## config.mk

```make
export PLATFORM = sky130hd
export DESIGN_NAME = i4001_rom_loader_arb_flat
export DESIGN_NICKNAME = d
export VERILOG_FILES = /design/src/rtl/i4001_rom_loader_arb_pkg.sv /design/src/rtl/i4001_rom_loader_arb_if.sv /design/src/rtl/i4001_rom_guard_cnt.sv /design/src/rtl/i4001_rom_loader_arb.sv /design/src/flat_wrapper.sv
export SDC_FILE = /design/constraint.sdc
export NUM_CORES = 1
export LEC_CHECK = 0
export BUFFER_PORTS_ARGS = -buffer_cell sky130_fd_sc_hd__buf_4
export CAP_MARGIN = 20
export CORE_ASPECT_RATIO = 0.7
export CORE_MARGIN = 4
export CORE_UTILIZATION = 30
export DETAILED_ROUTE_END_ITERATION = 6
export PLACE_DENSITY = 0.6
export SYNTH_ARGS = -nofsm -noshare
export SYNTH_HDL_FRONTEND = slang
export SYNTH_SLANG_ARGS = --single-unit
```

## constraint.sdc

```tcl
create_clock -name sysclk -period 4.6 [get_ports sysclk]
set_clock_uncertainty 0.05 [all_clocks]
set_input_delay 0.92 -clock sysclk [delete_from_list [all_inputs] [get_ports sysclk]]
set_output_delay 0.92 -clock sysclk [all_outputs]
set_load 0.05 [all_outputs]
```

## src/rtl/i4001_rom_loader_arb_pkg.sv

```systemverilog
// Shared types and constants for the i4001 ROM loader/arbiter.
package i4001_rom_loader_arb_pkg;

  localparam int ROM_ADDR_W    = 12;    // byte address: 16 chips x 256 bytes
  localparam int ROM_DATA_W    = 8;     // one ROM byte
  localparam int ROM_SIZE      = 4096;  // total ROM bytes; loads may not cross it
  localparam int DEFAULT_GUARD = 16;    // sysclk cycles of hold before the first write

  // IDLE    : RAM serves the i4001 read path
  // GUARD   : MCS-4 held in POC, waiting for the bus to go quiet
  // LOAD    : loader bytes are written into the RAM
  // RELEASE : hold dropped, completion pulsed
  typedef enum logic [1:0] {
    ST_IDLE    = 2'd0,
    ST_GUARD   = 2'd1,
    ST_LOAD    = 2'd2,
    ST_RELEASE = 2'd3
  } state_t;

endpackage

```

## src/rtl/i4001_rom_loader_arb_if.sv

```systemverilog
// Loader-side control and byte stream of the ROM loader/arbiter.
//
// Handshake: ld_start is a one-cycle pulse; ld_base/ld_len are sampled on
// it. A byte moves on a rising edge where ld_valid & ld_ready are both 1;
// the source holds ld_data stable while ld_valid is 1 and the byte has not
// moved, and ld_ready never depends on ld_valid. ld_abort is a one-cycle
// pulse that ends the load and suppresses any write in that cycle.
// ld_done pulses once per start; ld_err stays set until the next start.
interface i4001_rom_loader_arb_if #(
  parameter int ADDR_W = 12,
  parameter int DATA_W = 8
);
  logic              ld_start;
  logic [ADDR_W-1:0] ld_base;
  logic [ADDR_W:0]   ld_len;
  logic              ld_valid;
  logic [DATA_W-1:0] ld_data;
  logic              ld_ready;
  logic              ld_abort;
  logic              ld_done;
  logic              ld_err;

  // Loader (source) side
  modport master (
    output ld_start, ld_base, ld_len, ld_valid, ld_data, ld_abort,
    input  ld_ready, ld_done, ld_err
  );

  // ROM loader/arbiter side
  modport slave (
    input  ld_start, ld_base, ld_len, ld_valid, ld_data, ld_abort,
    output ld_ready, ld_done, ld_err
  );
endinterface

```

## src/rtl/i4001_rom_guard_cnt.sv

```systemverilog
// Loadable down-counter with a zero flag; times the hold-before-write window.
module i4001_rom_guard_cnt #(
  parameter int W = 4
) (
  input  logic         clk,
  input  logic         rst_n,
  input  logic         load,
  input  logic [W-1:0] load_val,
  input  logic         en,
  output logic         zero
);

  logic [W-1:0] count;

  // Load has priority over counting; the count parks at zero.
  always_ff @(posedge clk) begin
    if (!rst_n) begin
      count <= '0;
    end else if (load) begin
      count <= load_val;
    end else if (en && (count != '0)) begin
      count <= count - 1'b1;
    end
  end

  assign zero = (count == '0);

endmodule

```

## src/rtl/i4001_rom_loader_arb.sv

```systemverilog
// Arbitrates a block RAM between the i4001 ROM read path and a byte loader.
// While idle the RAM answers rom_addr with one cycle of latency; a load
// holds the MCS-4 in POC, waits a guard window, streams bytes into the RAM
// and then releases the system.
module i4001_rom_loader_arb
  import i4001_rom_loader_arb_pkg::*;
#(
  parameter int ADDR_W = ROM_ADDR_W,
  parameter int DATA_W = ROM_DATA_W,
  parameter int GUARD  = DEFAULT_GUARD
) (
  input  logic                  sysclk,
  input  logic                  poc_n,
  input  logic [ADDR_W-1:0]     rom_addr,
  output logic [DATA_W-1:0]     rom_data,
  output logic [ADDR_W-1:0]     mem_addr,
  output logic                  mem_we,
  output logic [DATA_W-1:0]     mem_wdata,
  input  logic [DATA_W-1:0]     mem_rdata,
  output logic                  cpu_hold,
  i4001_rom_loader_arb_if.slave ld,
  output state_t                fsm_state
);

  localparam int GW = (GUARD > 1) ? $clog2(GUARD) : 1;
  localparam logic [ADDR_W+1:0] ROM_END = (ADDR_W+2)'(ROM_SIZE);
  localparam logic [ADDR_W:0]   CNT_ONE = (ADDR_W+1)'(1);

  state_t            state_q, state_d;
  logic [ADDR_W-1:0] addr_q, addr_d;
  logic [ADDR_W:0]   cnt_q, cnt_d;
  logic              err_q, err_d;
  logic              done_q, done_d;
  logic              guard_load, guard_en, guard_zero;
  logic [ADDR_W+1:0] end_addr;

  // One past the last byte of the requested load; wide enough not to wrap.
  assign end_addr = {2'b00, ld.ld_base} + {1'b0, ld.ld_len};

  i4001_rom_guard_cnt #(
    .W (GW)
  ) u_guard_cnt (
    .clk      (sysclk),
    .rst_n    (poc_n),
    .load     (guard_load),
    .load_val (GW'(GUARD - 1)),
    .en       (guard_en),
    .zero     (guard_zero)
  );

  // State and load bookkeeping registers; reset clears everything mid-load.
  always_ff @(posedge sysclk) begin
    if (!poc_n) begin
      state_q <= ST_IDLE;
      addr_q  <= '0;
      cnt_q   <= '0;
      err_q   <= 1'b0;
      done_q  <= 1'b0;
    end else begin
      state_q <= state_d;
      addr_q  <= addr_d;
      cnt_q   <= cnt_d;
      err_q   <= err_d;
      done_q  <= done_d;
    end
  end

  // Next-state logic; starts outside IDLE and aborts outside GUARD/LOAD
  // fall through untouched.
  always_comb begin
    state_d    = state_q;
    addr_d     = addr_q;
    cnt_d      = cnt_q;
    err_d      = err_q;
    done_d     = 1'b0;
    guard_load = 1'b0;
    guard_en   = 1'b0;
    case (state_q)
      ST_IDLE: begin
        if (ld.ld_start) begin
          if (ld.ld_len == '0) begin
            // Empty load: complete at once, nothing to report.
            done_d = 1'b1;
            err_d  = 1'b0;
          end else if (end_addr > ROM_END) begin
            // Would run past the top of ROM: refuse rather than wrap.
            done_d = 1'b1;
            err_d  = 1'b1;
          end else begin
            addr_d     = ld.ld_base;
            cnt_d      = ld.ld_len;
            err_d      = 1'b0;
            guard_load = 1'b1;
            state_d    = ST_GUARD;
          end
        end
      end
      ST_GUARD: begin
        if (ld.ld_abort) begin
          err_d   = 1'b1;
          state_d = ST_RELEASE;
        end else if (guard_zero) begin
          state_d = ST_LOAD;
        end else begin
          guard_en = 1'b1;
        end
      end
      ST_LOAD: begin
        if (ld.ld_abort) begin
          err_d   = 1'b1;
          state_d = ST_RELEASE;
        end else if (ld.ld_valid) begin
          addr_d = addr_q + 1'b1;
          cnt_d  = cnt_q - 1'b1;
          if (cnt_q == CNT_ONE) begin
            state_d = ST_RELEASE;
          end
        end
      end
      ST_RELEASE: begin
        state_d = ST_IDLE;
      end
      default: begin
        state_d = ST_IDLE;
      end
    endcase
  end

  // Writes only happen in LOAD, so they can never occur with the hold low;
  // a reset arriving mid-load also blocks the write of that cycle.
  assign mem_we      = (state_q == ST_LOAD) && ld.ld_valid && !ld.ld_abort && poc_n;
  assign mem_addr    = (state_q == ST_LOAD) ? addr_q : rom_addr;
  assign mem_wdata   = mem_we ? ld.ld_data : '0;
  assign rom_data    = (state_q == ST_IDLE) ? mem_rdata : '0;
  assign cpu_hold    = (state_q == ST_GUARD) || (state_q == ST_LOAD);
  assign ld.ld_ready = (state_q == ST_LOAD);
  assign ld.ld_done  = done_q || (state_q == ST_RELEASE);
  assign ld.ld_err   = err_q;
  assign fsm_state   = state_q;

endmodule

```

## src/flat_wrapper.sv

```systemverilog
// flat-port wrapper written by rule: the top's interface ports become plain ports
module i4001_rom_loader_arb_flat import i4001_rom_loader_arb_pkg::*;
#(
  parameter int ADDR_W = ROM_ADDR_W,
  parameter int DATA_W = ROM_DATA_W,
  parameter int GUARD  = DEFAULT_GUARD
)
  (sysclk, poc_n, rom_addr, rom_data, mem_addr, mem_we, mem_wdata, mem_rdata, cpu_hold, fsm_state, ld_ld_start, ld_ld_base, ld_ld_len, ld_ld_valid, ld_ld_data, ld_ld_abort, ld_ld_ready, ld_ld_done, ld_ld_err);
  i4001_rom_loader_arb_if #(.ADDR_W(ADDR_W), .DATA_W(DATA_W)) ld_i ();
  input  logic sysclk;
  input  logic poc_n;
  input  logic [ADDR_W-1:0] rom_addr;
  output logic [DATA_W-1:0] rom_data;
  output logic [ADDR_W-1:0] mem_addr;
  output logic mem_we;
  output logic [DATA_W-1:0] mem_wdata;
  input  logic [DATA_W-1:0] mem_rdata;
  output logic cpu_hold;
  output state_t fsm_state;
  input wire logic [$bits(ld_i.ld_start)-1:0] ld_ld_start;
  input wire logic [$bits(ld_i.ld_base)-1:0] ld_ld_base;
  input wire logic [$bits(ld_i.ld_len)-1:0] ld_ld_len;
  input wire logic [$bits(ld_i.ld_valid)-1:0] ld_ld_valid;
  input wire logic [$bits(ld_i.ld_data)-1:0] ld_ld_data;
  input wire logic [$bits(ld_i.ld_abort)-1:0] ld_ld_abort;
  output wire logic [$bits(ld_i.ld_ready)-1:0] ld_ld_ready;
  output wire logic [$bits(ld_i.ld_done)-1:0] ld_ld_done;
  output wire logic [$bits(ld_i.ld_err)-1:0] ld_ld_err;
  assign ld_i.ld_start = ld_ld_start;
  assign ld_i.ld_base = ld_ld_base;
  assign ld_i.ld_len = ld_ld_len;
  assign ld_i.ld_valid = ld_ld_valid;
  assign ld_i.ld_data = ld_ld_data;
  assign ld_i.ld_abort = ld_ld_abort;
  assign ld_ld_ready = ld_i.ld_ready;
  assign ld_ld_done = ld_i.ld_done;
  assign ld_ld_err = ld_i.ld_err;
  i4001_rom_loader_arb #(.ADDR_W(ADDR_W), .DATA_W(DATA_W), .GUARD(GUARD)) u_core (.sysclk(sysclk), .poc_n(poc_n), .rom_addr(rom_addr), .rom_data(rom_data), .mem_addr(mem_addr), .mem_we(mem_we), .mem_wdata(mem_wdata), .mem_rdata(mem_rdata), .cpu_hold(cpu_hold), .ld(ld_i), .fsm_state(fsm_state));
endmodule
```

==> impl_metrics.toml <==
[sta]
fin_crit_sh_pct = 77.0
slew_headroom_pct = 55.9
drv_slew = 0
fmax_ghz = 0.282
holdWs_ns = 0.468
period_minus_slack_ns = 3.54
fin_setup_tns_ns = 0
setup_viol_count_final = 0
rsz0062_at_grt = "no"
worstMarginPinSlew_ns = 0.656
fin_ws_ns = 1.06
finalHoldViolCount = 0

[cells_and_area]
fin_util_pct = 40.5
syn2layout_area_growth_pct = 28.9
insertedDiodeCount = 0
fill_cells = 1026
drive_gt1_share_pct = 31.9
fin_nets = 539

[yosys]
ys_seq_area_share_pct = 21.2
yosys_warnings = 0
synth_top_area_share_pct = 21.2
yosysTopAreaCell = "dfxtp_1"
mappedNetlistNets = 457
avgSynthCellArea_sq_um = 8.25
ys_types = 72
syn_area_sq_um = 3120
async_reset_ff_share_pct = 0
synth_common_cells = "dfxtp_1 (33), nand2_1 (33), a21oi_1 (26)"
synth_edf_count = 0
syn_inst = 378
ys_ff_latch = 33
synthTopCellsByArea = "dfxtp_1 (21%), ha_1 (8.0%), mux2_2 (4.7%)"
synth_ff_type = "dfxtp_1"

[floorplan]
num_rows = 30
pin_count = 93
die_area_sq_um = 12100
start_util_pct = 31.5
die_w_um = 130
coreArea_sq_um = 9910
die_h_um = 93.3

[placed_design]
dp_hpwl_um = 8090
port_buffers = 92
post-place-ws_ns = 0.801
gp_congestion = 0.910

[clocking]
numCtsBuffers = 5
cts.reportedPaths.clkPinSlew_ns = 0.06
hold_buffers = 0
clk_latency_ns = 0.28
cts.sinks = 33
ctsResizeCount = 0
cts_tree = "yes"
h-tree-depth = 2
cts-root-buf = "clkbuf_16"
clockBufferDepth = 2
post_cts_buffers = 0

[setup_path]
cp-start-kind = "input pin"
ff2ff_setup_slack_ns = 1.71
worstReg2RegStart = "u_core.fsm_state[0]"
critPathBufInv = 2
crit_type = "input pin to flop"
worstRegToRegCells = 9
slowest_stage = "o211a_1"
arrival_ns = 3.66
worstPathCellList = "buf_4, ha_1, inv_1, fa_1, nand2b_1, a21oi_1, mux2i_1, nor4_2, o2111a_2, o211a_1, nor2_8, o221a_2"
cpPeakStageDelay_ns = 0.46
cpLargestDelayFamily = "compound AO/OA/AOI/OAI gates"
cp_max_fo = 16
reg2reg_to = "u_core.cnt_q[5]"
worstSetupEndpointType = "flop"
crit_required_ns = 4.72

[run_status]
outcome = "finished clean"

[routing]
drtIter0Drc = 360
firstDrtPassIters = 5
vias = 3239
drc_errors = 0
detail_route.wl_per_cell_um = 17.6
wirelength_um = 10400
viasPerCell = 5.50
drtAntennaViolNets = 0

[min_path]
holdPathEnd = "u_core.addr_q[11]"
min-delay-path-class = "flop to flop"
hp-start = "u_core.addr_q[11]"
hold_depth = 2

[global_routing]
grt_pass1_vias = 3112
grt_pass1_wl_um = 16600
grt_max_degree = 29
antenna_found_initial = 0
grtUsageTotal_pct = 17.1
grt_overflow_total = 0

[power]
p_clk_share_pct = 17.9
power.density_nw_per_um2 = 456
peakVddDrop_uv = 224
p_sw_share_pct = 48.1
power.total_w = 0.00183
p_int_w = 0.000951
seq_power_share_pct = 23.2
power.leakage_nw = 1.66
p_switching_w = 0.000880
combPwrFrac_pct = 58.9

[run]
maxCapViolations = 0
layer usage:
metal	vias to the layer above	routed length, um	global-route usage (%)
li1	1599	-	-
met1	1537	4960	25.6
met2	98	4650	25.3
met3	5	728	4.51
met4	0	40	1.73
met5	-	0	0
worst register-to-register path, delay by kind of cell (launching register included):
family                     cells  cell delay [ns]
and+or+nand+nor                2             0.24
buffers and inverters          3             0.72
DFF                            1             0.43
adders and majority gates      1             0.38
AOI/OAI and AO/OA              3             0.96
worst max path at each step:
stage,start,to,depth (start not counted)
6_report,ld_ld_len[0],u_core.cnt_q[5],12
5_1_grt,ld_ld_len[0],u_core.cnt_q[6],12
4_1_cts,ld_ld_len[0],u_core.cnt_q[5],12
3_5_place_dp,ld_ld_len[0],u_core.cnt_q[5],12
3_3_place_gp,ld_ld_len[0],u_core.cnt_q[5],12
2_1_floorplan,u_core.fsm_state[1],mem_wdata[0],4
cell families after synthesis:
| family | count (synthesis) | share of synthesized area [%] |
|---|---|---|
| and+or+nand+nor | 145 | 25.3 |
| AOI/OAI and AO/OA | 113 | 29.2 |
| buffers and inverters | 36 | 5.58 |
| DFF | 33 | 21.2 |
| muxes | 21 | 7.27 |
| adders and majority gates | 21 | 8.67 |
| xor gates and xnor gates | 9 | 2.77 |
power by group through the flow:
stage | sequential, W | clock [W] | combinational [W]
global placement | 0.000426 | 0 | 0.00106
CTS | 0.000423 | 0.000332 | 0.00108
floorplan | 0.000443 | 0 | 0.000788
global route | 0.000435 | 0.000347 | 0.00116
finish | 0.000425 | 0.000327 | 0.00108
detailed placement | 0.000429 | 0 | 0.00107
flip-flops by register name (all words and copies together) (netlist names):
signal / count
u_core.ld.ld_err: 1
u_core.cnt_q: 13
u_core.addr_q: 12
u_core.fsm_state: 2
u_core.done_q: 1
u_core.u_guard_cnt.count: 4
cell usage in the layout (no fill, tap or decap), types with 7 or more instances in the layout:
master    instances
o32ai_2           9
a21oi_1          26
nor2_1           21
o21ai_0          21
nand3_1          13
nand2_1          33
dfxtp_1          33
nor3_1           17
buf_4            94
mux2i_1           8
inv_1            15
a211oi_1          7
and2_1           16
mux2_2           13
nand4_1           8
ha_1             19
nor2b_1           7
metrics by stage:
stage,std cells,instance area (sq um)
floorplan,378,3120
global placement,581,3870
detailed placement,581,3870
CTS,589,4020
global route,589,4020
finish,589,4020
area by class of cell:
| type | instances | area (sq um) | area share, % |
|---|---|---|---|
| Clock buffer | 5 | 125 | 3.11 |
| Clock inverter | 3 | 17.5 | 0.436 |
| Inverter | 17 | 63.8 | 1.59 |
| Multi-Input combinational cell | 309 | 2280 | 56.9 |
| Sequential cell | 33 | 661 | 16.4 |
| Tap cell | 128 | 160 | 3.99 |
| Timing Repair Buffer | 94 | 706 | 17.6 |
Power figures use the tool's default switching activity.
